### src/rtl/plab4_net_tdm_pkg.sv
`default_nettype none
// ============================================================================
//  Module   : plab4_net_tdm_pkg
//  Purpose  : Shared encodings for the ring TDM domain scheduler.
//  Revision : 1.0 - initial release
// ============================================================================
package plab4_net_tdm_pkg;

  typedef logic [1:0] tdm_state_t;

  localparam tdm_state_t IDLE   = 2'd0;
  localparam tdm_state_t ACTIVE = 2'd1;
  localparam tdm_state_t DRAIN  = 2'd2;

  localparam logic D1 = 1'b0;
  localparam logic D2 = 1'b1;

endpackage
`default_nettype wire

### src/rtl/plab4_net_ring_tdm_sched_if.sv
`default_nettype none
// ============================================================================
//  Module   : plab4_net_ring_tdm_sched_if
//  Purpose  : Traffic counts in, injection gates and status out.
//  Revision : 1.0 - initial release
// ============================================================================
interface plab4_net_ring_tdm_sched_if #(
  parameter int p_cnt_nbits = 6
);
  logic                   en;
  logic [1:0]             inj_cnt_d0;
  logic [1:0]             ej_cnt_d0;
  logic [1:0]             inj_cnt_d1;
  logic [1:0]             ej_cnt_d1;
  logic                   cur_domain;
  logic                   inj_en_d0;
  logic                   inj_en_d1;
  logic                   slot_start;
  logic                   drain;
  logic [p_cnt_nbits-1:0] inflight_d0;
  logic [p_cnt_nbits-1:0] inflight_d1;
  logic                   leak_err;

  // Scheduler side
  modport master (
    input  en, inj_cnt_d0, ej_cnt_d0, inj_cnt_d1, ej_cnt_d1,
    output cur_domain, inj_en_d0, inj_en_d1, slot_start, drain,
           inflight_d0, inflight_d1, leak_err
  );

  // Ring side
  modport slave (
    output en, inj_cnt_d0, ej_cnt_d0, inj_cnt_d1, ej_cnt_d1,
    input  cur_domain, inj_en_d0, inj_en_d1, slot_start, drain,
           inflight_d0, inflight_d1, leak_err
  );
endinterface
`default_nettype wire

### src/rtl/plab4_net_inflight_ctr.sv
`default_nettype none
// ============================================================================
//  Module   : plab4_net_inflight_ctr
//  Purpose  : Per-domain in-flight counter; clamps at 0, saturates at max.
//  Revision : 1.0 - initial release
// ============================================================================
module plab4_net_inflight_ctr #(
  parameter int p_cnt_nbits = 6
)(
  input  logic                   clk,
  input  logic                   reset,
  input  logic [1:0]             inj_cnt,
  input  logic [1:0]             ej_cnt,
  output logic [p_cnt_nbits-1:0] count,
  output logic [p_cnt_nbits-1:0] count_next,
  output logic                   err
);
  localparam int c_sum_w = p_cnt_nbits + 2;
  localparam logic signed [c_sum_w-1:0] c_max_s = $signed({2'b00, {p_cnt_nbits{1'b1}}});

  logic [p_cnt_nbits-1:0]    r_count;
  logic signed [c_sum_w-1:0] w_sum;

  // Two guard bits hold the full -2..max+2 range of one update.
  always_comb begin
    w_sum      = $signed({2'b00, r_count})
               + $signed({{p_cnt_nbits{1'b0}}, inj_cnt})
               - $signed({{p_cnt_nbits{1'b0}}, ej_cnt});
    count_next = w_sum[p_cnt_nbits-1:0];
    err        = 1'b0;
    if (w_sum[c_sum_w-1]) begin
      count_next = '0;
      err        = 1'b1;
    end else if (w_sum > c_max_s) begin
      count_next = {p_cnt_nbits{1'b1}};
      err        = 1'b1;
    end
  end

  always_ff @(posedge clk) begin
    if (!reset) r_count <= '0;
    else        r_count <= count_next;
  end

  assign count = r_count;

endmodule
`default_nettype wire

### src/rtl/plab4_net_ring_tdm_sched.sv
`default_nettype none
// ============================================================================
//  Module   : plab4_net_ring_tdm_sched
//  Purpose  : Fixed slot schedule with drain window for the two-domain ring.
//  Revision : 1.0 - initial release
// ============================================================================
module plab4_net_ring_tdm_sched
  import plab4_net_tdm_pkg::*;
#(
  parameter int p_slot_cycles  = 16,
  parameter int p_drain_cycles = 4,
  parameter int p_cnt_nbits    = 6
)(
  input  logic                       clk,
  input  logic                       reset,
  plab4_net_ring_tdm_sched_if.master bus
);
  localparam int c_slot_w = (p_slot_cycles > 1) ? $clog2(p_slot_cycles) : 1;
  localparam logic [c_slot_w-1:0] c_act_last  = c_slot_w'(p_slot_cycles - p_drain_cycles - 1);
  localparam logic [c_slot_w-1:0] c_slot_last = c_slot_w'(p_slot_cycles - 1);

  tdm_state_t            r_state;
  logic [c_slot_w-1:0]   r_slot_cnt;
  logic                  r_cur_domain;
  logic                  r_leak_err;

  logic                   w_inj_en_d0;
  logic                   w_inj_en_d1;
  logic                   w_switch;
  logic                   w_switch_leak;
  logic                   w_gate_err;
  logic                   w_ctr_err_d0;
  logic                   w_ctr_err_d1;
  logic [p_cnt_nbits-1:0] w_next_d0;
  logic [p_cnt_nbits-1:0] w_next_d1;

  plab4_net_inflight_ctr #(.p_cnt_nbits(p_cnt_nbits)) u_ctr_d0 (
    .clk        (clk),
    .reset      (reset),
    .inj_cnt    (bus.inj_cnt_d0),
    .ej_cnt     (bus.ej_cnt_d0),
    .count      (bus.inflight_d0),
    .count_next (w_next_d0),
    .err        (w_ctr_err_d0)
  );

  plab4_net_inflight_ctr #(.p_cnt_nbits(p_cnt_nbits)) u_ctr_d1 (
    .clk        (clk),
    .reset      (reset),
    .inj_cnt    (bus.inj_cnt_d1),
    .ej_cnt     (bus.ej_cnt_d1),
    .count      (bus.inflight_d1),
    .count_next (w_next_d1),
    .err        (w_ctr_err_d1)
  );

  // Gates decode registered state only, so they are valid from cycle start.
  assign w_inj_en_d0 = (r_state == ACTIVE) && (r_cur_domain == D1);
  assign w_inj_en_d1 = (r_state == ACTIVE) && (r_cur_domain == D2);

  assign w_switch      = (r_state == DRAIN) && (r_slot_cnt == c_slot_last);
  assign w_switch_leak = w_switch &&
                         ((r_cur_domain == D1) ? (w_next_d0 != '0) : (w_next_d1 != '0));
  assign w_gate_err    = ((bus.inj_cnt_d0 != 2'd0) && !w_inj_en_d0) ||
                         ((bus.inj_cnt_d1 != 2'd0) && !w_inj_en_d1);

  always_ff @(posedge clk) begin
    if (!reset) begin
      r_state      <= IDLE;
      r_slot_cnt   <= '0;
      r_cur_domain <= D1;
      r_leak_err   <= 1'b0;
    end else begin
      if (w_switch_leak || w_gate_err || w_ctr_err_d0 || w_ctr_err_d1)
        r_leak_err <= 1'b1;

      case (r_state)
        IDLE: begin
          if (bus.en) begin
            r_state    <= ACTIVE;
            r_slot_cnt <= '0;
          end
        end
        ACTIVE: begin
          r_slot_cnt <= r_slot_cnt + 1'b1;
          if (r_slot_cnt == c_act_last) r_state <= DRAIN;
        end
        DRAIN: begin
          if (w_switch) begin
            r_cur_domain <= ~r_cur_domain;
            r_slot_cnt   <= '0;
            r_state      <= bus.en ? ACTIVE : IDLE;
          end else begin
            r_slot_cnt <= r_slot_cnt + 1'b1;
          end
        end
        default: begin
          r_state    <= IDLE;
          r_slot_cnt <= '0;
        end
      endcase
    end
  end

  assign bus.cur_domain = r_cur_domain;
  assign bus.inj_en_d0  = w_inj_en_d0;
  assign bus.inj_en_d1  = w_inj_en_d1;
  assign bus.slot_start = (r_state == ACTIVE) && (r_slot_cnt == '0);
  assign bus.drain      = (r_state == DRAIN);
  assign bus.leak_err   = r_leak_err;

endmodule
`default_nettype wire

### src/flat_wrapper.sv
// flat-port wrapper written by rule: the top's interface ports become plain ports
module plab4_net_ring_tdm_sched_flat import plab4_net_tdm_pkg::*;
#(
  parameter int p_slot_cycles  = 16,
  parameter int p_drain_cycles = 4,
  parameter int p_cnt_nbits    = 6
)
  (clk, reset, bus_en, bus_inj_cnt_d0, bus_ej_cnt_d0, bus_inj_cnt_d1, bus_ej_cnt_d1, bus_cur_domain, bus_inj_en_d0, bus_inj_en_d1, bus_slot_start, bus_drain, bus_inflight_d0, bus_inflight_d1, bus_leak_err);
  plab4_net_ring_tdm_sched_if #(.p_cnt_nbits(p_cnt_nbits)) bus_i ();
  input  logic clk;
  input  logic reset;
  input wire logic [$bits(bus_i.en)-1:0] bus_en;
  input wire logic [$bits(bus_i.inj_cnt_d0)-1:0] bus_inj_cnt_d0;
  input wire logic [$bits(bus_i.ej_cnt_d0)-1:0] bus_ej_cnt_d0;
  input wire logic [$bits(bus_i.inj_cnt_d1)-1:0] bus_inj_cnt_d1;
  input wire logic [$bits(bus_i.ej_cnt_d1)-1:0] bus_ej_cnt_d1;
  output wire logic [$bits(bus_i.cur_domain)-1:0] bus_cur_domain;
  output wire logic [$bits(bus_i.inj_en_d0)-1:0] bus_inj_en_d0;
  output wire logic [$bits(bus_i.inj_en_d1)-1:0] bus_inj_en_d1;
  output wire logic [$bits(bus_i.slot_start)-1:0] bus_slot_start;
  output wire logic [$bits(bus_i.drain)-1:0] bus_drain;
  output wire logic [$bits(bus_i.inflight_d0)-1:0] bus_inflight_d0;
  output wire logic [$bits(bus_i.inflight_d1)-1:0] bus_inflight_d1;
  output wire logic [$bits(bus_i.leak_err)-1:0] bus_leak_err;
  assign bus_i.en = bus_en;
  assign bus_i.inj_cnt_d0 = bus_inj_cnt_d0;
  assign bus_i.ej_cnt_d0 = bus_ej_cnt_d0;
  assign bus_i.inj_cnt_d1 = bus_inj_cnt_d1;
  assign bus_i.ej_cnt_d1 = bus_ej_cnt_d1;
  assign bus_cur_domain = bus_i.cur_domain;
  assign bus_inj_en_d0 = bus_i.inj_en_d0;
  assign bus_inj_en_d1 = bus_i.inj_en_d1;
  assign bus_slot_start = bus_i.slot_start;
  assign bus_drain = bus_i.drain;
  assign bus_inflight_d0 = bus_i.inflight_d0;
  assign bus_inflight_d1 = bus_i.inflight_d1;
  assign bus_leak_err = bus_i.leak_err;
  plab4_net_ring_tdm_sched #(.p_slot_cycles(p_slot_cycles), .p_drain_cycles(p_drain_cycles), .p_cnt_nbits(p_cnt_nbits)) u_core (.clk(clk), .reset(reset), .bus(bus_i));
endmodule
### config.mk
export PLATFORM = sky130hd
export DESIGN_NAME = plab4_net_ring_tdm_sched_flat
export DESIGN_NICKNAME = d
export VERILOG_FILES = /design/src/rtl/plab4_net_tdm_pkg.sv /design/src/rtl/plab4_net_ring_tdm_sched_if.sv /design/src/rtl/plab4_net_inflight_ctr.sv /design/src/rtl/plab4_net_ring_tdm_sched.sv /design/src/flat_wrapper.sv
export SDC_FILE = /design/constraint.sdc
export NUM_CORES = 1
export LEC_CHECK = 0
export ABC_AREA = 1
export CAP_MARGIN = 20
export CORE_ASPECT_RATIO = 1.1
export CORE_MARGIN = 3
export CORE_UTILIZATION = 45
export CTS_BUF_LIST = sky130_fd_sc_hd__clkbuf_8
export DETAILED_ROUTE_END_ITERATION = 8
export PLACE_DENSITY = 0.79
export SLEW_MARGIN = 5
export SYNTH_ARGS = -nofsm -noshare
export SYNTH_HDL_FRONTEND = slang
export SYNTH_HIERARCHICAL = 1
export SYNTH_SLANG_ARGS = --single-unit
### constraint.sdc
create_clock -name clk -period 5.79 [get_ports clk]
set_input_delay 0.8685 -clock clk [delete_from_list [all_inputs] [get_ports clk]]
set_output_delay 0.8685 -clock clk [all_outputs]
set_load 0.01 [all_outputs]
* Word level (Yosys, flattened, before mapping)
Index checks and enable logic that the tools add are counted.
Cells by class: mux-type cells 17, eq/ne operators 7, reductions and logical operators 21, add/subtract/negate cells 5, bitwise operators 1, $lt $le $gt $ge 2
Operator list (number):
- $mux W6 | 4
- $gt A8 B7 Y1 const B | 2
- $sub A8 B3 Y8 | 2
- $add A6 B2 Y7 | 2
- $pmux W4 S3 | 1
- $reduce_bool A6 Y1 | 2
- $eq A4 B4 Y1 const B | 2
- $mux W4 | 2
- $logic_and A1 B1 Y1 | 7
- $mux W1 | 6
- $mux W2 | 3
- $pmux W2 S3 | 1
- $add A4 B1 Y4 const B | 1
- $logic_not A4 Y1 | 1
- $logic_or A1 B1 Y1 | 4
- $ne A2 B2 Y1 const B | 2
- $reduce_bool A2 Y1 | 2
- $reduce_and A3 Y1 | 1
- $eq A2 B1 Y1 const B | 1
- $eq A2 B2 Y1 const B | 1
- $logic_not A1 Y1 | 2
- $logic_not A2 Y1 | 1
- $ne A2 B1 Y1 const B | 1
- $reduce_and A2 Y1 | 1
- $not A1 Y1 | 1
Storage, ports and cells: logic and storage cells 59, bits of input ports 11, register bits after elaboration 20, output and inout port bits 18

* Longest topological paths before layout
Gate-level depths: netlist of the first run.
depth after elaboration 11, mapped depth 20, gate-level depth less buffers 20

* By module
Netlist of the first run, hierarchy kept.
Modules (own cells, without submodules):
- plab4_net_ring_tdm_sched | cells each 105, times used 1, sequential area each 160.2 um^2, area an instance 638.1 um^2
- plab4_net_inflight_ctr (u_core.u_ctr_d1) | cells each 88, times used 1, sequential area each 120.1 um^2, area an instance 619.3 um^2
- plab4_net_inflight_ctr (u_core.u_ctr_d0) | cells each 88, times used 1, sequential area each 120.1 um^2, area an instance 564.3 um^2

* Worst setup path before layout of the first run
No wires, ideal clock.
kind input to register, start point in bus_ej_cnt_d1[1], end point reg u_core.r_leak_err (netlist: u_core/bus.leak_err), arrival 2.777 ns, stages 17, buffers on the path 0, required time 5.673 ns, path slack 2.896 ns, library setup time 0.117 ns, cells stage by stage inv_1 > fa_1 > fa_1 > nand2_2 > nand2_2 > nand3_2 > nand3_2 > nand2_4 > nand2_2 > nand2_1 > inv_1 > inv_1 > nand2_1 > nor2_1 > nand2_1 > nand3_1 > a21oi_1
On the way: cells in the longest elaborated chain, start to end 10, elaborated cells on any way between the ends 12, classes of those cells 1 x add/sub; 1 x order compare; 5 x mux; 5 x reduce/logical
Ends and longest elaborated chain:
- start: declaration | line flat_wrapper.sv:16 | input wire logic [$bits(bus_i.ej_cnt_d1)-1:0] bus_ej_cnt_d1;
- $sub A8 B3 Y8 * | line plab4_net_inflight_ctr.sv:28 | - $signed({{p_cnt_nbits{1'b0}}, ej_cnt});
- $gt A8 B7 Y1 | line plab4_net_inflight_ctr.sv:34 | end else if (w_sum > c_max_s) begin
- $mux W6 | line plab4_net_inflight_ctr.sv:34
- $mux W6 * | line plab4_net_inflight_ctr.sv:31 | if (w_sum[c_sum_w-1]) begin
- net u_core.w_next_d1[3] | line plab4_net_ring_tdm_sched.sv:35 | logic [p_cnt_nbits-1:0] w_next_d1;
- $reduce_bool A6 Y1 * | line plab4_net_ring_tdm_sched.sv:63 | ((r_cur_domain == D1) ? (w_next_d0 != '0) : (w_next_d1 != '0));
- $mux W1 * | line plab4_net_ring_tdm_sched.sv:63
- $logic_and A1 B1 Y1 * | line plab4_net_ring_tdm_sched.sv:62 | assign w_switch_leak = w_switch &&
- $logic_or A1 B1 Y1 * (3 in series) | line plab4_net_ring_tdm_sched.sv:74 | if (w_switch_leak || w_gate_err || w_ctr_err_d0 || w_ctr_err_d1)
- end signal: assignment | line plab4_net_ring_tdm_sched.sv:72 | r_leak_err <= 1'b0;
- end signal: assignment | line plab4_net_ring_tdm_sched.sv:75 | r_leak_err <= 1'b1;
- end: declaration | line plab4_net_ring_tdm_sched.sv:25 | logic r_leak_err;
The timed path passes the listed nets; every way through them passes the cells marked *. A chain may end at the register's enable or synchronous reset.

* Worst setup path in the final report of the first run
Ends and elaborated chain as after synthesis.

==> results of run 1 <==
## flip-flops by register name, indices dropped and copies added (netlist names)
register and flops:
u_core/r_slot_cnt 4, u_core/u_ctr_d1/count 6, u_core/bus.cur_domain 1, u_core/r_state 2, u_core/bus.leak_err 1, u_core/u_ctr_d0/count 6
## metrics by stage
stage,instance area (sq um),power [mW],std cells
6_report,2240,1.46,363
5_1_grt,2240,1.65,363
4_1_cts,2240,1.47,363
3_5_place_dp,2160,1.32,359
3_3_place_gp,2160,1.30,359
2_1_floorplan,1820,1.06,281
## final timing paths
kind / slack, ns / to / depth (start not counted)
hold / removal: 0.53 / u_core/r_slot_cnt[1]$_SDFFE_PN0P_ / 2
setup reg to reg: 3.34 / u_core/bus.leak_err$_SDFFE_PN0P_ / 16
hold reg to reg: 0.53 / u_core/r_slot_cnt[1]$_SDFFE_PN0P_ / 2
setup / recovery: 2.54 / u_core/bus.leak_err$_SDFFE_PN0P_ / 18
## cell type report
class	instances	area, sq um	area share
well taps	50	62.6	0.0280
inverters	70	263	0.118
clock inverters	1	30.0	0.0134
multi-input cells	191	1160	0.518
flip-flops and latches	20	400	0.179
clock buffers	3	41.3	0.0185
repair buffers	28	280	0.125
## cell families after synthesis
| group | after synthesis | share of synthesized area |
|---|---|---|
| AO/OA/AOI/OAI | 17 | 0.0501 |
| XOR/XNOR | 6 | 0.0288 |
| adder cells (fa/ha/maj) | 27 | 0.202 |
| buffers and inverters | 70 | 0.144 |
| flip-flops | 20 | 0.220 |
| AND/OR/NAND/NOR | 141 | 0.355 |
## per-layer routing
metal | vias to the layer above | track usage | wire (um)
li1 | 905 | - | -
met1 | 694 | 0.228 | 1800
met2 | 39 | 0.271 | 1600
met3 | 4 | 0.0231 | 171
met4 | 0 | 0.0542 | 38
met5 | - | 0 | 0
## report_power, final
part	total, mW	internal [mW]	switching [mW]
sequential	0.225	0.188	0.0372
clock	0.138	0.0922	0.0459
combinational	1.09	0.438	0.655
total	1.46	0.718	0.739
## cells in the final DEF, fill, tap and decap left out, drive strengths merged
master,n
clkbuf,3
clkdlybuf4s50,28
a21oi,13
o21bai,1
xor2,4
dfxtp,20
nand2,83
ha,23
nand3,18
xnor2,2
o21ai,3
nor3,3
fa,4
inv,70
nor2,32
bufinv,1
nand4,5
## critical path, stage by stage
cell             delay [ns]
clkdlybuf4s50_1        0.45
inv_1                  0.05
fa_1                   0.51
fa_1                   0.49
nand2_2                0.10
nand2_2                0.06
nand3_2                0.09
nand3_2                0.09
nand2_4                0.13
nand2_2                0.05
nand2_1                0.09
inv_1                  0.05
inv_1                  0.04
nand2_1                0.04
nor2_1                 0.10
nand2_1                0.06
nand3_1                0.07
a21oi_1                0.05
==> summary.txt, run 1 <==
CTS
  – Root Buffer: clkbuf_8
  – H-tree depth reported by CTS: 1
  – Post_cts resized: 0
  – Clock-pin slew on the worst setup and hold paths: about 0.080 ns
  – CTS tree: done
  – Clock Tree Buf Depth: 2
  – Clock latency at the later pin of the worst-skew pair: approximately 0.26 ns
  – Clock sink count: 20
  – CTS Hold Bufs: 0
  – CTS Buf Count: 3
  – Setup Buffers After CTS: 0

Route
  – Drt total wl: roughly 3.6 mm
  – Initial drt markers: 82
  – DRT antenna net count: 0
  – Pre-Repair DR Iteration Count: 4
  – Drt drc: 0
  – Routed vias: roughly 1600
  – Vias/cell: 4.52
  – Wire length per cell: between 9 and 10 um

Outcome
  – Status: finished clean

STA
  – Final period util: 0.561
  – Worst Clk Skew: between 0.005 and 0.006 ns
  – Worst Max-Slew Pin Slew: between 0.2 and 0.3 ns
  – Slew margin rel.: 0.826
  – Final setup fails: 0
  – RSZ-0062 raised after global routing: false
  – Maximum clock frequency: just over 300 MHz
  – Min Tclk post-route: 3.25 ns
  – Hold Slack: about 0.53 ns
  – Setup ws final: 2.54 ns
  – Final hold violation count: 0
  – Slew Limit Fails: 0
  – Setup tns final: 0 ns

Worst hold path
  – Worst Hold Class: flop to flop
  – HP Start: u_core/r_slot_cnt[1]$_SDFFE_PN0P_

Floorplanning
  – Die area: between 4000 and 5000 sq um
  – Core Rows: 23
  – Io pins: 29
  – Initial Util: 0.483
  – Die Y-Extent: about 73 um
  – Die Width: approximately 67 um
  – Core box area: around 3800 sq um

Logic synthesis
  – Predominant post-synthesis flop cell: dfxtp_1
  – Most instantiated cells after synthesis: nand2_1 (68), inv_1 (66), nor2_1 (28)
  – Post-synth EDFFs: 0
  – Avg Cell Area, Syn: 6.48 sq um
  – Top-count cell post-synth: nand2_1
  – Ys async rst share: 0
  – Top cells by area, synth: dfxtp_1 (22%), ha_1 (16%), nand2_1 (14%)
  – Cell Area, Synth: 1820 sq um
  – Post-Syn Nets: between 300 and 400
  – YS warnings: 6
  – Synthesized instance count: roughly 280
  – Seq/Total Area, Yosys: 0.220
  – Synth Register Bits: 20
  – Cell taking the most area after synthesis: dfxtp_1
  – Share of the synthesized area in the top cell type: 0.220
  – Count of unique library cells instantiated by Yosys: 21

Final layout
  – Final nets: between 300 and 400
  – Fill count: ~350
  – Area Growth Syn to Fin: 22.7%
  – Share of layout cells above drive strength 1: 0.105
  – Ant diodes: 0
  – Post-layout util: 0.593

Place
  – DP HPWL: 3.01 mm
  – Place WS: 2.26 ns
  – Placer Congestion: 0.858
  – Number of port buffers: 28

Critical path
  – Max Fanout on Critical Path: 7
  – Worst r2r src: u_core/u_ctr_d1/count[1]$_SDFF_PN0_
  – CP endpoint kind: flop
  – Worst Setup Start Kind: input pin
  – Critical Path RT: around 6 ns
  – Critical path data arrival time: 3.40 ns
  – Worst setup path start: bus_ej_cnt_d1[1]
  – Critical path class: input pin to flop

Power
  – Max VDD drop: approximately 0.00021 V
  – P_leak: 1.21 nW
  – Power Density: around 650 nW/um^2

Global routing
  – Number of global-route vias before repair: about 1500
  – Pin count of the biggest net entering global routing: 13
  – All-Layer GR Usage: 0.167
  – Initial antenna violation count: 0
  – GR Overflow Total: 0
  – First-pass GRT wire length: 6.49 mm

Flow run
  – Max-cap violations: 0
(Power assumes the default switching activity.)
==> run 2, diff against run 1 <==
clock period = 3.1 ns   (was 5.79 ns; I/O delays follow)
==> run 2 against run 1 <==
- global-route usage is 0.46 points lower
- clock power is 88% higher
- die area stayed put
- critical path type unchanged
- critical endpoint unchanged
==> summary.txt, run 2 (synthesis gave the netlist of run 1 again) <==
CTS
  – CTS Hold Bufs: 0
  – CTS tree: done
  – Clock Tree Buf Depth: 2
  – Setup Buffers After CTS: 0
  – Post_cts resized: 0
  – Root Buffer: clkbuf_8
  – Clock sink count: 20
  – Clock-pin slew on the worst setup and hold paths: around 0.080 ns
  – CTS Buf Count: 3
  – H-tree depth reported by CTS: 1
  – Clock latency at the later pin of the worst-skew pair: between 0.2 and 0.3 ns

Critical path
  – CP endpoint kind: flop
  – Critical Path RT: about 3.3 ns
  – Max Fanout on Critical Path: 7
  – Critical path class: input pin to flop
  – Worst Setup Start Kind: input pin
  – Critical path data arrival time: about 3 ns

Final layout
  – Commonest cells after routing, fill and taps aside: nand2_1 (68), inv_1 (66), clkdlybuf4s50_1 (28), nor2_1 (28), ha_1 (23)
  – Non-Filler Instances: about 360
  – Commonest non-fill, non-tap cell in the layout: nand2_1
  – Ant diodes: 0
  – Final nets: about 350
  – Share of layout cells above drive strength 1: 0.108
  – Area Growth Syn to Fin: 23.1%

STA
  – Setup ws final: ~0.25 ns
  – Maximum clock frequency: 351 MHz
  – Hold Slack: about 0.53 ns
  – Worst Max-Slew Pin Slew: about 0.28 ns
  – Worst Clk Skew: around 0.0036 ns
  – Slew margin rel.: 0.813
  – Final period util: 0.919
  – Final setup fails: 0
  – RSZ-0062 raised after global routing: false
  – Final hold violation count: 0
  – Slew Limit Fails: 0
  – Min Tclk post-route: approximately 2.8 ns

Place
  – Placer Congestion: 0.860
  – DP HPWL: slightly above 3 mm
  – Place WS: -0.0191 ns
  – Cells after DPL: 360
  – Number of port buffers: 28

Route
  – DRT antenna net count: 0
  – Vias/cell: between 4 and 5
  – Wire length per cell: about 10 um
  – Routed vias: between 1500 and 2000
  – Pre-Repair DR Iteration Count: 4
  – Initial drt markers: 63
  – Drt total wl: about 3.6 mm
  – Drt drc: 0

Power
  – Power Density: approximately 1200 nW/um^2
  – Max VDD drop: 0.000465 V
  – P_leak: roughly 1.2 nW

Floorplanning
  – Die Y-Extent: about 73 um
  – Core Rows: 23
  – Io pins: 29
  – Initial Util: 0.483
  – Core box area: 3770 sq um
  – Die Width: 66.7 um
  – Die area: about 4800 sq um

Global routing
  – Pin count of the biggest net entering global routing: 13
  – First-pass GRT wire length: roughly 6.4 mm
  – All-Layer GR Usage: 0.163
  – Initial antenna violation count: 0
  – Number of global-route vias before repair: around 1500
  – GR Overflow Total: 0

Outcome
  – Status: finished clean

Worst hold path
  – Worst Hold Class: flop to flop

Flow run
  – Max-cap violations: 0
run 2: path summary, 6_finish.rpt:
kind                                  startpoint                                end  slack, ns  cells past startpoint
max                             bus_ej_cnt_d1[1]   u_core/bus.leak_err$_SDFFE_PN0P_       0.25                     18
min            u_core/r_slot_cnt[1]$_SDFFE_PN0P_  u_core/r_slot_cnt[1]$_SDFFE_PN0P_       0.53                      2
max reg2reg  u_core/u_ctr_d1/count[0]$_SDFF_PN0_   u_core/bus.leak_err$_SDFFE_PN0P_       0.63                     19
min reg2reg    u_core/r_slot_cnt[1]$_SDFFE_PN0P_  u_core/r_slot_cnt[1]$_SDFFE_PN0P_       0.53                      2
run 2: layout make-up:
class / count / area (sq um)
clock inverter: 1 / 30.0
sequential: 20 / 400
clock buffer: 3 / 41.3
timing repair buffer: 29 / 288
fill: 365 / 1530
tap: 50 / 62.6
inverter: 70 / 263
multi-input combinational: 191 / 1160
run 2: layer usage:
metal | vias up | GRT usage | part of all wire
li1 | 910 | - | -
met1 | 712 | 0.219 | 0.50
met2 | 29 | 0.272 | 0.45
met3 | 2 | 0.0185 | 0.044
met4 | 0 | 0.0474 | 0.0047
met5 | - | 0 | 0
run 2: metrics by stage:
step	util	TNS, ns	power (mW)	cell area [sq um]
finish	0.595	0	2.76	2240
CTS	0.595	0	2.77	2240
global route	0.595	0	3.10	2240
global placement	0.576	0	2.45	2170
detailed placement	0.576	-0.0191	2.49	2170
floorplan	-	0	1.99	1820
run 2: power by group:
group	switching, mW	total (mW)	leakage [nW]	internal, mW
logic	1.24	2.08	1.02	0.839
registers	0.0669	0.418	0.166	0.351
clock network	0.0869	0.259	0.0357	0.172
total	1.39	2.76	1.22	1.36
run 2: critical path: stages:
cell,delay [ns]
clkdlybuf4s50_1,0.46
inv_1,0.05
fa_1,0.51
fa_1,0.50
nand2_2,0.10
nand2_2,0.06
nand3_2,0.09
nand3_2,0.08
nand2_4,0.14
nand2_2,0.06
nand2_1,0.08
inv_1,0.05
inv_1,0.04
nand2_1,0.04
nor2_1,0.10
nand2_1,0.06
nand3_1,0.07
a21oi_1,0.06
==> run 3, diff against run 2 <==
SLEW_MARGIN = 25   (was 5)
==> results of run 3 <==
Same layout as run 2: the final DEF is identical, and so are final timing and power.
